===== config.mk =====
export PLATFORM = sky130hd
export DESIGN_NAME = instr_fetch_unit
export DESIGN_NICKNAME = d
export VERILOG_FILES = /design/src/rtl/instr_fetch_unit.sv
export SDC_FILE = /design/constraint.sdc
export NUM_CORES = 1
export LEC_CHECK = 0
export CELL_PAD_IN_SITES_DETAIL_PLACEMENT = 0
export CELL_PAD_IN_SITES_GLOBAL_PLACEMENT = 1
export CORE_ASPECT_RATIO = 1.2
export CORE_MARGIN = 2
export CORE_UTILIZATION = 30
export DETAILED_ROUTE_END_ITERATION = 8
export GPL_TIMING_DRIVEN = 0
export PLACE_DENSITY_LB_ADDON = 0.05
export SYNTH_ARGS = -nofsm -noshare
export SYNTH_HDL_FRONTEND = slang
export SYNTH_SLANG_ARGS = --single-unit

===== constraint.sdc =====
create_clock -name clk_main -period 2 [get_ports clk_main]
set_input_delay 0.4 -clock clk_main [delete_from_list [all_inputs] [get_ports clk_main]]
set_output_delay 0.4 -clock clk_main [all_outputs]
set_load 0.03 [all_outputs]

===== src/rtl/instr_fetch_unit.sv =====
// instr_fetch_unit: owns the PC and fetches 16-bit instruction words over a req/ack
// handshake, delivering each word on ins with a one-cycle IL strobe.
module instr_fetch_unit #(
   parameter int              PC_W     = 8,
   parameter logic [PC_W-1:0] RESET_PC = '0,
   parameter int              TIMEOUT  = 15
) (
   input  logic            clk_main,
   input  logic            reset,
   output logic            mem_req,
   output logic [PC_W-1:0] mem_addr,
   input  logic            mem_ack,
   input  logic [15:0]     mem_rdata,
   output logic [15:0]     ins,
   output logic            IL,
   input  logic            stall,
   input  logic            halt,
   input  logic            pc_load,
   input  logic [PC_W-1:0] pc_target,
   output logic [PC_W-1:0] pc,
   output logic            halted,
   output logic            fetch_err
);
   typedef enum logic [2:0] {IDLE, FETCH, ISSUE, HOLD, HALTED} state_t;

   state_t          state_q, state_d;
   logic [PC_W-1:0] pc_q, pc_d, tgt_q, tgt_d;
   logic [15:0]     ins_q, ins_d;
   logic [7:0]      cnt_q, cnt_d;
   logic            il_q, il_d, req_q, req_d, halted_q, halted_d;
   logic            err_q, err_d, redir_q, redir_d, drop;

   always_comb begin
      state_d = state_q;
      pc_d    = pc_q;
      ins_d   = ins_q;
      tgt_d   = tgt_q;
      il_d    = 1'b0;
      err_d   = err_q;
      redir_d = redir_q;
      cnt_d   = '0;
      drop    = 1'b0;
      case (state_q)
         IDLE: begin
            state_d = halt ? HALTED : FETCH;
            if (pc_load) pc_d = pc_target;
         end
         FETCH: begin
            // req low in FETCH is the one-cycle gap after a discarded word
            if (!req_q) begin
               if (pc_load) pc_d = pc_target;
            end else if (mem_ack) begin
               if (redir_q || pc_load) begin
                  pc_d    = pc_load ? pc_target : tgt_q;
                  redir_d = 1'b0;
                  drop    = 1'b1;
               end else begin
                  ins_d   = mem_rdata;
                  pc_d    = pc_q + PC_W'(1);
                  il_d    = 1'b1;
                  state_d = ISSUE;
               end
            end else if (cnt_q == 8'(TIMEOUT - 1)) begin
               err_d   = 1'b1;
               redir_d = 1'b0;
               state_d = HALTED;
            end else begin
               cnt_d = cnt_q + 8'd1;
               if (pc_load) begin
                  redir_d = 1'b1;
                  tgt_d   = pc_target;
               end
            end
         end
         ISSUE, HOLD: begin
            if (pc_load) pc_d = pc_target;
            state_d = halt ? HALTED : stall ? HOLD : FETCH;
         end
         HALTED: begin
            if (pc_load) pc_d = pc_target;
            state_d = (!halt && !err_q) ? FETCH : HALTED;
         end
         default: state_d = IDLE;
      endcase
      req_d    = (state_d == FETCH) && !drop;
      halted_d = (state_d == HALTED);
   end

   always_ff @(posedge clk_main or negedge reset) begin
      if (!reset) begin
         state_q  <= IDLE;
         pc_q     <= RESET_PC;
         tgt_q    <= '0;
         ins_q    <= '0;
         cnt_q    <= '0;
         il_q     <= 1'b0;
         req_q    <= 1'b0;
         halted_q <= 1'b0;
         err_q    <= 1'b0;
         redir_q  <= 1'b0;
      end else begin
         state_q  <= state_d;
         pc_q     <= pc_d;
         tgt_q    <= tgt_d;
         ins_q    <= ins_d;
         cnt_q    <= cnt_d;
         il_q     <= il_d;
         req_q    <= req_d;
         halted_q <= halted_d;
         err_q    <= err_d;
         redir_q  <= redir_d;
      end
   end

   assign mem_req   = req_q;
   assign mem_addr  = pc_q;
   assign ins       = ins_q;
   assign IL        = il_q;
   assign pc        = pc_q;
   assign halted    = halted_q;
   assign fetch_err = err_q;
endmodule


==> metrics.txt, run 1 <==
RSZ-0062 raised after global routing=false; commonest non-fill, non-tap cell in the layout=clkdlybuf4s50_1; latest clock arrival within the worst-skew pair=310 ps; dominant synthesized flop cell=dfrtp_1; Post-synth EDFFs=0; worst hold slack=503 ps; Placed Area=3210 um2; Synth area leader=dfrtp_1; Final Max Slew Viols=0; CP required=1600 ps; total track usage=0.139; Port Buffer Count=65; DR vias=1908; Rows=35; synthesized instance count=220; r2r setup slk=170 ps; Top Family by Delay on Critical Path=buffers and inverters; largest net degree at the start of global routing=38; Die H=103 um; Ys Warns=0; status=finished clean; Pwr Density=1520 nW/um2; cell area after layout=3330 um2; Synth Cell Area=2430 um2; Post-synth ARST share=1.00; sequential fraction of the synthesis area=0.494; Syn Nets=253; Crit path largest cell delay=650 ps; setup bufs post-CTS=0; Die ar.=8840 um2; die width=86.2 um; initial antenna violation count=0; drt first pass iters=4; first-pass GRT wire length=9490 um; wire per inst=15.5 um; final worst slack=67.7 ps; io pins=66; CP max stage cell=clkdlybuf4s50_1; CORE AREA=7750 um2; Fin Setup TNS=0 ps; peak supply drop=0.000479 V; Arrival @ worst endpoint=1530 ps; FF+latch count, synth=48; clk buf depth=2; Slew HR=0.604; dpl hpwl=4390 um; vias per cell=4.94; Max-Cap Viols=0; Nets=327; top cell type's share of synthesized area=0.494; final setup violation count=0; CP Class=flop to output pin; startpoint types=flop; Sink Count=48; Initial Utilization=0.314; syn avg cell area=11.1 um2; CP endpoint kind=output pin; clock edge transition at the registers on the reported setup and hold paths=90 ps; CP Buf/Inv Count=2; pre-CTS WS=-411 ps; vias in the first global route=1823; Critical path origin=mem_addr[4]; root buffer cell=clkbuf_8; most frequent cells in the layout=58 x clkdlybuf4s50_1, 45 x dfrtp_1, 25 x mux2_2; H-tree depth=2; Final Skew=9.42 ps; CTS tree=done; Worst Max-Slew Pin Slew=593 ps; area grow syn2layout=37.0%; P_leak=1.42 nW; synth top area cells=dfrtp_1 49%, mux2_2 12%, nor2_1 2.6%; Num CTS Buffers=5; final hold vios=0; Hold Path Class=flop to flop; critical path cell sequence=buf_4, clkdlybuf4s50_1; Iteration-0 DRC Markers=64; total wire length=5990 um; Worst Min Path Start=cnt_q[0]; share of cells above drive strength 1=0.218; GRT Residual Overflow=0; # DRC=0; critical-path maximum fanout=8; Final ANT Viol Nets=0; ant diodes=0; post-synth cell types=50; Achievable Freq=0.518 GHz; post-layout minimum cycle time=1930 ps; RR Startpoint=state_q[1]; Routability Congestion=0.734; fin crit share=0.966
synth_stat cells, types with 2 or more instances:
| library cell | n |
|---|---|
| a211oi_1 | 3 |
| a21oi_1 | 10 |
| a221o_1 | 3 |
| and3_1 | 2 |
| buf_2 | 6 |
| buf_4 | 8 |
| dfrtp_1 | 48 |
| ha_1 | 3 |
| inv_1 | 8 |
| mux2_2 | 25 |
| nand2_1 | 14 |
| nand2b_1 | 3 |
| nand3_1 | 7 |
| nand3b_1 | 3 |
| nand4_1 | 3 |
| nand4b_1 | 2 |
| nor2_1 | 17 |
| nor3_1 | 7 |
| nor3b_1 | 2 |
| o21a_1 | 2 |
| o21ai_0 | 5 |
| o221a_2 | 2 |
| o22ai_1 | 3 |
| or2_2 | 2 |
| xor2_1 | 7 |
per-stage QoR:
stage	utilization	power [mW]	instances
floorplan	-	3.45	220
global placement	0.412	4.51	377
detailed placement	0.414	4.52	378
CTS	0.428	5.11	386
global route	0.430	5.37	386
finish	0.430	5.06	386
kinds of logic after synthesis:
group / Yosys count / synth area share
flip-flops: 48 / 0.494
AND/OR/NAND/NOR: 71 / 0.160
adder cells (fa/ha/maj): 3 / 0.0154
buffers and inverters: 24 / 0.0556
multiplexers: 26 / 0.120
AO/OA/AOI/OAI: 40 / 0.127
XOR/XNOR: 8 / 0.0288
what timing repair did:
item	in CTS	in global routing
resized for setup	5	7
hold endpoints to repair	11	0
hold buffers	1	0
setup endpoints to repair	5	14
sequential cells by signal (all words and copies together) (netlist names):
name and flops:
ins 16, cnt_q 8, mem_addr 8, tgt_q 8, state_q 3, IL 1
fetch_err 1, halted 1, mem_req 1, redir_q 1
path summary, 6_finish.rpt:
check | to | cells after the start
max | pc[4] | 2
min | cnt_q[0] | 1
max reg2reg | mem_addr[2] | 5
min reg2reg | cnt_q[0] | 1
max in group asynchronous | cnt_q[2] | 3
min in group asynchronous | tgt_q[2] | 2
cell type report:
cell class	count	area (um2)
Buffer	16	106
Clock buffer	5	68.8
Clock inverter	2	12.5
Fill cell	749	4420
Inverter	8	30.0
Multi-Input combinational cell	148	1110
Sequential cell	48	1200
Tap cell	92	115
Timing Repair Buffer	67	687
report_power, final:
part	switching (mW)	total (mW)	leakage [nW]	internal, mW
registers	0.323	1.68	0.593	1.36
logic	1.49	2.80	0.786	1.32
clock network	0.340	0.578	0.0400	0.238
routing by layer:
metal | share of wire | wire length (um) | global-route usage | vias to the layer above
li1 | - | - | - | 933
met2 | 0.48 | 2860 | 0.224 | 51
met5 | 0 | 0 | 0 | -
met3 | 0.043 | 255 | 0.0344 | 6
met1 | 0.47 | 2820 | 0.188 | 918
met4 | 0.0098 | 59 | 0.0361 | 0
Power figures use the tool's default switching activity.
==> run 2, diff against run 1 <==
--- a/config.mk
+++ b/config.mk
@@ -5,6 +5,7 @@
 export SDC_FILE = /design/constraint.sdc
 export NUM_CORES = 1
 export LEC_CHECK = 0
+export ABC_AREA = 1
 export CELL_PAD_IN_SITES_DETAIL_PLACEMENT = 0
 export CELL_PAD_IN_SITES_GLOBAL_PLACEMENT = 1
 export CORE_ASPECT_RATIO = 1.2
==> metrics.txt, run 2 <==
top cell type's share of synthesized area=0.454 (-0.0400); Synth area leader=dfrtp_1; ant diodes=0 (unchanged); Sink Count=48 (unchanged); worst hold slack=71.9 ps (-431 ps); GRT Residual Overflow=0 (unchanged); syn avg cell area=7.71 um2 (-30%); status=finished clean; P_leak=1.75 nW (+23%); H-tree depth=2 (unchanged); Num CTS Buffers=5 (unchanged); Worst Max-Slew Pin Slew=569 ps (-24.0 ps); Post-CTS Hold Buffers=0 (-1); die width=89.7 um (+4.1%); total wire length=6620 um (+11%); final worst slack=66.0 ps (-1.67 ps); critical path cell sequence=buf_4, clkdlybuf4s50_1; post-synth cell types=31 (-38%); most common cell in the synthesized netlist=nand2_1; share of cells above drive strength 1=0.132 (-0.0858); final hold vios=0 (unchanged); CORE AREA=8560 um2 (+10%); Post-synth ARST share=1.00 (unchanged); Die H=107 um (+4.1%); Synth Cell Area=2650 um2 (+8.8%); final setup violation count=0 (unchanged); drt first pass iters=4 (unchanged); r2r setup slk=360 ps (+190 ps); wire per inst=12.4 um (-20%); FF+latch count, synth=48 (unchanged); fillers=903 (+21%); worst r2r dst=mem_addr[0]; most frequent cells in the layout=127 x nand2_1, 61 x clkdlybuf4s50_1, 46 x dfrtp_1; CP required=1600 ps (about the same); Iteration-0 DRC Markers=85 (+33%); Nets=449 (+37%); CP max stage cell=clkdlybuf4s50_1; Reg area=1200 um2 (-0.10%); sequential fraction of the synthesis area=0.454 (-0.0400); Post-synth EDFFs=0 (unchanged); Syn Nets=376 (+49%); peak supply drop=0.000640 V (+34%); RSZ-0062 raised after global routing=false; CP Class=flop to output pin; RR Startpoint=mem_req; first-pass GRT wire length=11100 um (+17%); dpl hpwl=4960 um (+13%); DR vias=2374 (+24%); commonest non-fill, non-tap cell in the layout=nand2_1; largest net degree at the start of global routing=27 (-29%); Achievable Freq=0.517 GHz (about the same); Slew HR=0.620 (+0.0160); Port Buffer Count=65 (unchanged); Max-Cap Viols=0 (unchanged); CP endpoint kind=output pin; Die ar.=9590 um2 (+8.4%); total track usage=0.144 (+0.00541); post-layout minimum cycle time=1930 ps (+1.67 ps); number of flip-flops in the largest register=16 (unchanged); cell area after layout=3550 um2 (+6.5%); Final Skew=8.72 ps (-0.698 ps); Final Max Slew Viols=0 (unchanged); Core Util, Final=0.414 (-0.0154); io pins=66 (unchanged); Ys Warns=0 (unchanged); multi-input logic area=1150 um2 (+4.2%); clk buf depth=2 (unchanged); area grow syn2layout=34.2%; top cells by instance count after synthesis=127 x nand2_1, 48 x dfrtp_1, 36 x inv_1, 24 x nand3_1, 21 x nor2_1; pre-CTS WS=-37.1 ps (+374 ps); initial antenna violation count=0 (unchanged); Rows=37 (+5.7%); root buffer cell=clkbuf_8; Design Power=4.99 mW (-1.4%); fin crit share=0.967 (about the same); number of cells on the worst reg-to-reg path=6 (+1); Placed Area=3460 um2 (+7.6%); Initial Utilization=0.309 (-0.00480); Arrival @ worst endpoint=1530 ps (about the same); # DRC=0 (unchanged); CTS tree=done; vias in the first global route=2379 (+30%); Crit path largest cell delay=650 ps (about the same); latest clock arrival within the worst-skew pair=310 ps (about the same); Pwr Density=1410 nW/um2 (-7.5%); Final ANT Viol Nets=0 (unchanged); clock edge transition at the registers on the reported setup and hold paths=100 ps (about the same); dominant synthesized flop cell=dfrtp_1; Routability Congestion=0.823 (+12%); synthesized instance count=343 (+56%); startpoint types=flop; critical-path maximum fanout=6 (-2); Hold Path Class=input pin to async pin; vias per cell=4.45 (-10%); synth top area cells=dfrtp_1 45%, nand2_1 18%, inv_1 5.1%
## run 2: cell count changes after synthesis, sizes merged, moves of 3 or more
cell	change
nand2	+118
a211oi	-3
a21oi	-7
nor3	-6
mux2	-25
nor2	+11
o21ai	+25
nand3b	-3
nand3	+17
o211ai	+4
nand2b	-3
a221o	-3
inv	+33
xor2	-5
## run 2: logic make-up (layout without fill, tap and decap cells)
kind of cell,Yosys count,after routing,share of synthesized area
AOI/OAI and AO/OA,41,41,0.0956
xor gates and xnor gates,3,3,0.00994
adders and majority gates,3,3,0.0142
buffers and inverters,57,131,0.110
DFF,48,48,0.454
and+or+nand+nor,191,191,0.316
## run 2: critical path: cells and delay by family (launching register included)
kind,cells,cell delay [ps]
flops,1,440
buf+inv,2,790
## run 2: cell type report
cell class,count,share of cell area
Clock buffer,7,0.0215
Timing Repair Buffer,66,0.189
Sequential cell,48,0.339
Buffer,16,0.0381
Tap cell,117,0.0413
Inverter,41,0.0441
Multi-Input combinational cell,238,0.325
Clock inverter,1,0.00247
## run 2: metal layers
layer,track usage,vias up,share of wire
met1,0.179,1079,0.44
li1,-,1213,-
met5,0,-,0
met4,0.0626,0,0.028
met2,0.244,67,0.47
met3,0.0302,15,0.053
## run 2: worst max path at each step
stage,start,endpoint,slack (ps),cells past startpoint
global placement,reset,ins[13],-1130,1
CTS,mem_addr[5],pc[5],3,2
finish,mem_addr[4],pc[4],70,2
detailed placement,pc_load,mem_addr[5],-40,8
global route,mem_addr[6],pc[6],10,2
floorplan,mem_req,mem_addr[0],590,6
## run 2: repair_timing
item	4_1_cts	5_1_grt
setup endpoints to repair	2	3
gates resized for setup	2	3
buffers inserted	0	0
## run 2: where the power goes
part | leakage [nW] | switching (mW) | total [mW] | internal, mW
combinational | 1.10 | 1.59 | 2.73 | 1.13
clock | 0.0424 | 0.362 | 0.613 | 0.251
sequential | 0.609 | 0.306 | 1.65 | 1.34
total | 1.75 | 2.26 | 4.99 | 2.73
## run 2: per-stage QoR
step           setup TNS, ps  cells
6_report                   0    534
3_3_place_gp          -54340    525
3_5_place_dp           -37.1    526
5_1_grt                    0    534
2_1_floorplan              0    343
4_1_cts                    0    534
==> edit, RTL diff (flow settings as in run 1) <==
Add an input register stage for `pc_target`, with the module's reset; this delays it by one clock. The other inputs are not delayed to match.
--- a/src/rtl/instr_fetch_unit.sv
+++ b/src/rtl/instr_fetch_unit.sv
@@ -25,2 +25,12 @@
 
+   logic [PC_W-1:0] pc_target_q;
+
+   always_ff @(posedge clk_main or negedge reset) begin
+      if (!reset) begin
+         pc_target_q <= '0;
+      end else begin
+         pc_target_q <= pc_target;
+      end
+   end
+
    state_t          state_q, state_d;
@@ -45,3 +55,3 @@
             state_d = halt ? HALTED : FETCH;
-            if (pc_load) pc_d = pc_target;
+            if (pc_load) pc_d = pc_target_q;
          end
@@ -50,6 +60,6 @@
             if (!req_q) begin
-               if (pc_load) pc_d = pc_target;
+               if (pc_load) pc_d = pc_target_q;
             end else if (mem_ack) begin
                if (redir_q || pc_load) begin
-                  pc_d    = pc_load ? pc_target : tgt_q;
+                  pc_d    = pc_load ? pc_target_q : tgt_q;
                   redir_d = 1'b0;
@@ -70,3 +80,3 @@
                   redir_d = 1'b1;
-                  tgt_d   = pc_target;
+                  tgt_d   = pc_target_q;
                end
@@ -75,3 +85,3 @@
          ISSUE, HOLD: begin
-            if (pc_load) pc_d = pc_target;
+            if (pc_load) pc_d = pc_target_q;
             state_d = halt ? HALTED : stall ? HOLD : FETCH;
@@ -79,3 +89,3 @@
          HALTED: begin
-            if (pc_load) pc_d = pc_target;
+            if (pc_load) pc_d = pc_target_q;
             state_d = (!halt && !err_q) ? FETCH : HALTED;
Behaviour: not the same (a bounded check fails within 4 cycles, from zero or initial values and one cycle with reset low).
==> edit against run 1 <==
  * Routed wire length is 0.52% lower
  * Register-to-register slack better by 30 ps
  * Power is 1.3% higher
  * Non-clock buffer count is 6 lower
  * Final area is 5.3% higher
  * Area after synthesis is 6.7% higher
  * Critical path depth is 1 lower
  * Highest routed layer unchanged
  * Worst setup slack better by 37 ps
  * Critical path type unchanged
  * Sequential cell count is 8 higher
  * First-iteration DRC count is 7.8% higher
  * Clock skew is 6.1 ps higher
==> edit: results (changes against run 1) <==
commonest cells in the netlist 56 x dfrtp_1, 25 x mux2_2, 14 x nor2_1; Pleak 1.53 nW (+7.5%); CP max FO 6 (-2); post-synth cell types 52 (+4.0%); crit path DAT 1500 ps (-30 ps); dpl cell area 3400 um2 (+5.7%); Layout Skew 15.5 ps (+6.07 ps); largest cells by area after synthesis dfrtp_1 54%, mux2_2 11%, xor2_1 2.4%; worst slew pin tran 664 ps (+70.2 ps); register area share after synthesis 54.0% (+4.6 points); outcome finished clean; gpl congestion 0.740 (+0.82%); Detail Placement HPWL 4410 um (+0.52%); critical path's slowest cell clkdlybuf4s50_1; layout cells sized above 1 21.3% (-0.51 points); vias per std cell 4.59 (-7.2%); initial DRC count 69 (+7.8%); slowest stage delay, CP 710 ps (+60 ps); syn nets 247 (-2.4%); global-route usage over all layers 13.3% (-0.53 points); layout net count 319 (-2.4%); largest net degree at the start of global routing 30 (-21%); PortBufs 64 (-1.5%); worst-case reg-to-reg path depth 6 (+1); vias in the first global route 1923 (+5.5%); first-pass GRT wire length 9740 um (+2.5%); Worst VDD drop 0.000587 V (+23%); number of fillers in the final layout 814 (+8.7%)
## edit: logic make-up (layout without fill, tap and decap cells)
| group | after synthesis | after routing | share of synthesized area, % |
|---|---|---|---|
| muxes | 26 | 26 | 11.2 |
| buffers and inverters | 22 | 95 | 5.26 |
| xor gates and xnor gates | 8 | 8 | 2.70 |
| and+or+nand+nor | 62 | 62 | 14.2 |
| DFF | 56 | 56 | 54.0 |
| AOI/OAI and AO/OA | 37 | 37 | 11.1 |
| adders and majority gates | 3 | 3 | 1.45 |
## edit: worst paths after layout
check | start | to | slack [ps]
setup / recovery | mem_addr[4] | mem_addr[4] | 100
hold / removal | reset | tgt_q[1] | 110
setup reg to reg | cnt_q[0] | tgt_q[4] | 200
hold reg to reg | ins[5] | ins[5] | 520
max in group asynchronous | reset | mem_addr[0] | 1300
min in group clk_main | pc_load | mem_addr[2] | 420
## edit: area by class of cell
type	count	area [um2]	area share [%]
tap	117	146	4.18
inverter	10	37.5	1.07
buffer	12	98.8	2.82
timing repair buffer	65	667	19.0
multi-input combinational	136	1060	30.1
clock inverter	3	26.3	0.749
clock buffer	5	68.8	1.96
sequential	56	1410	40.1
## edit: worst register-to-register path, stage by stage (launching register included)
cell and delay, ps:
dfrtp_1 420, inv_1 60, ha_1 190, and4b_1 220, nand2_1 180, nand3_2 270
mux2_2 360
## edit: metrics by stage
step	setup TNS, ps	instances	hold slack, ps	worst slack (ps)	util [%]
floorplan	0	214	104	238	-
global placement	-80240	395	487	-1420	39.9
detailed placement	-781	396	473	-66.3	40.1
CTS	0	404	118	5.22	41.2
global route	0	404	137	22.0	41.4
finish	0	404	107	105	41.4
## edit: what timing repair did
item	CTS	global route
setup buffers	0	0
gates resized for setup	4	5
setup endpoints to repair	5	5
## edit: where the power goes
group / switching (mW) / internal [mW]
clock network: 0.396 / 0.257
logic: 1.37 / 1.26
registers: 0.324 / 1.52
total: 2.09 / 3.04
## edit: routing by layer
metal  up-vias  share of wire [%]  GRT usage, %
li1        905                  -             -
met1       903                 42          16.8
met2        42                 53          22.9
met3         4                4.2          2.66
met4         0               0.96          3.68
met5         -                  0             0
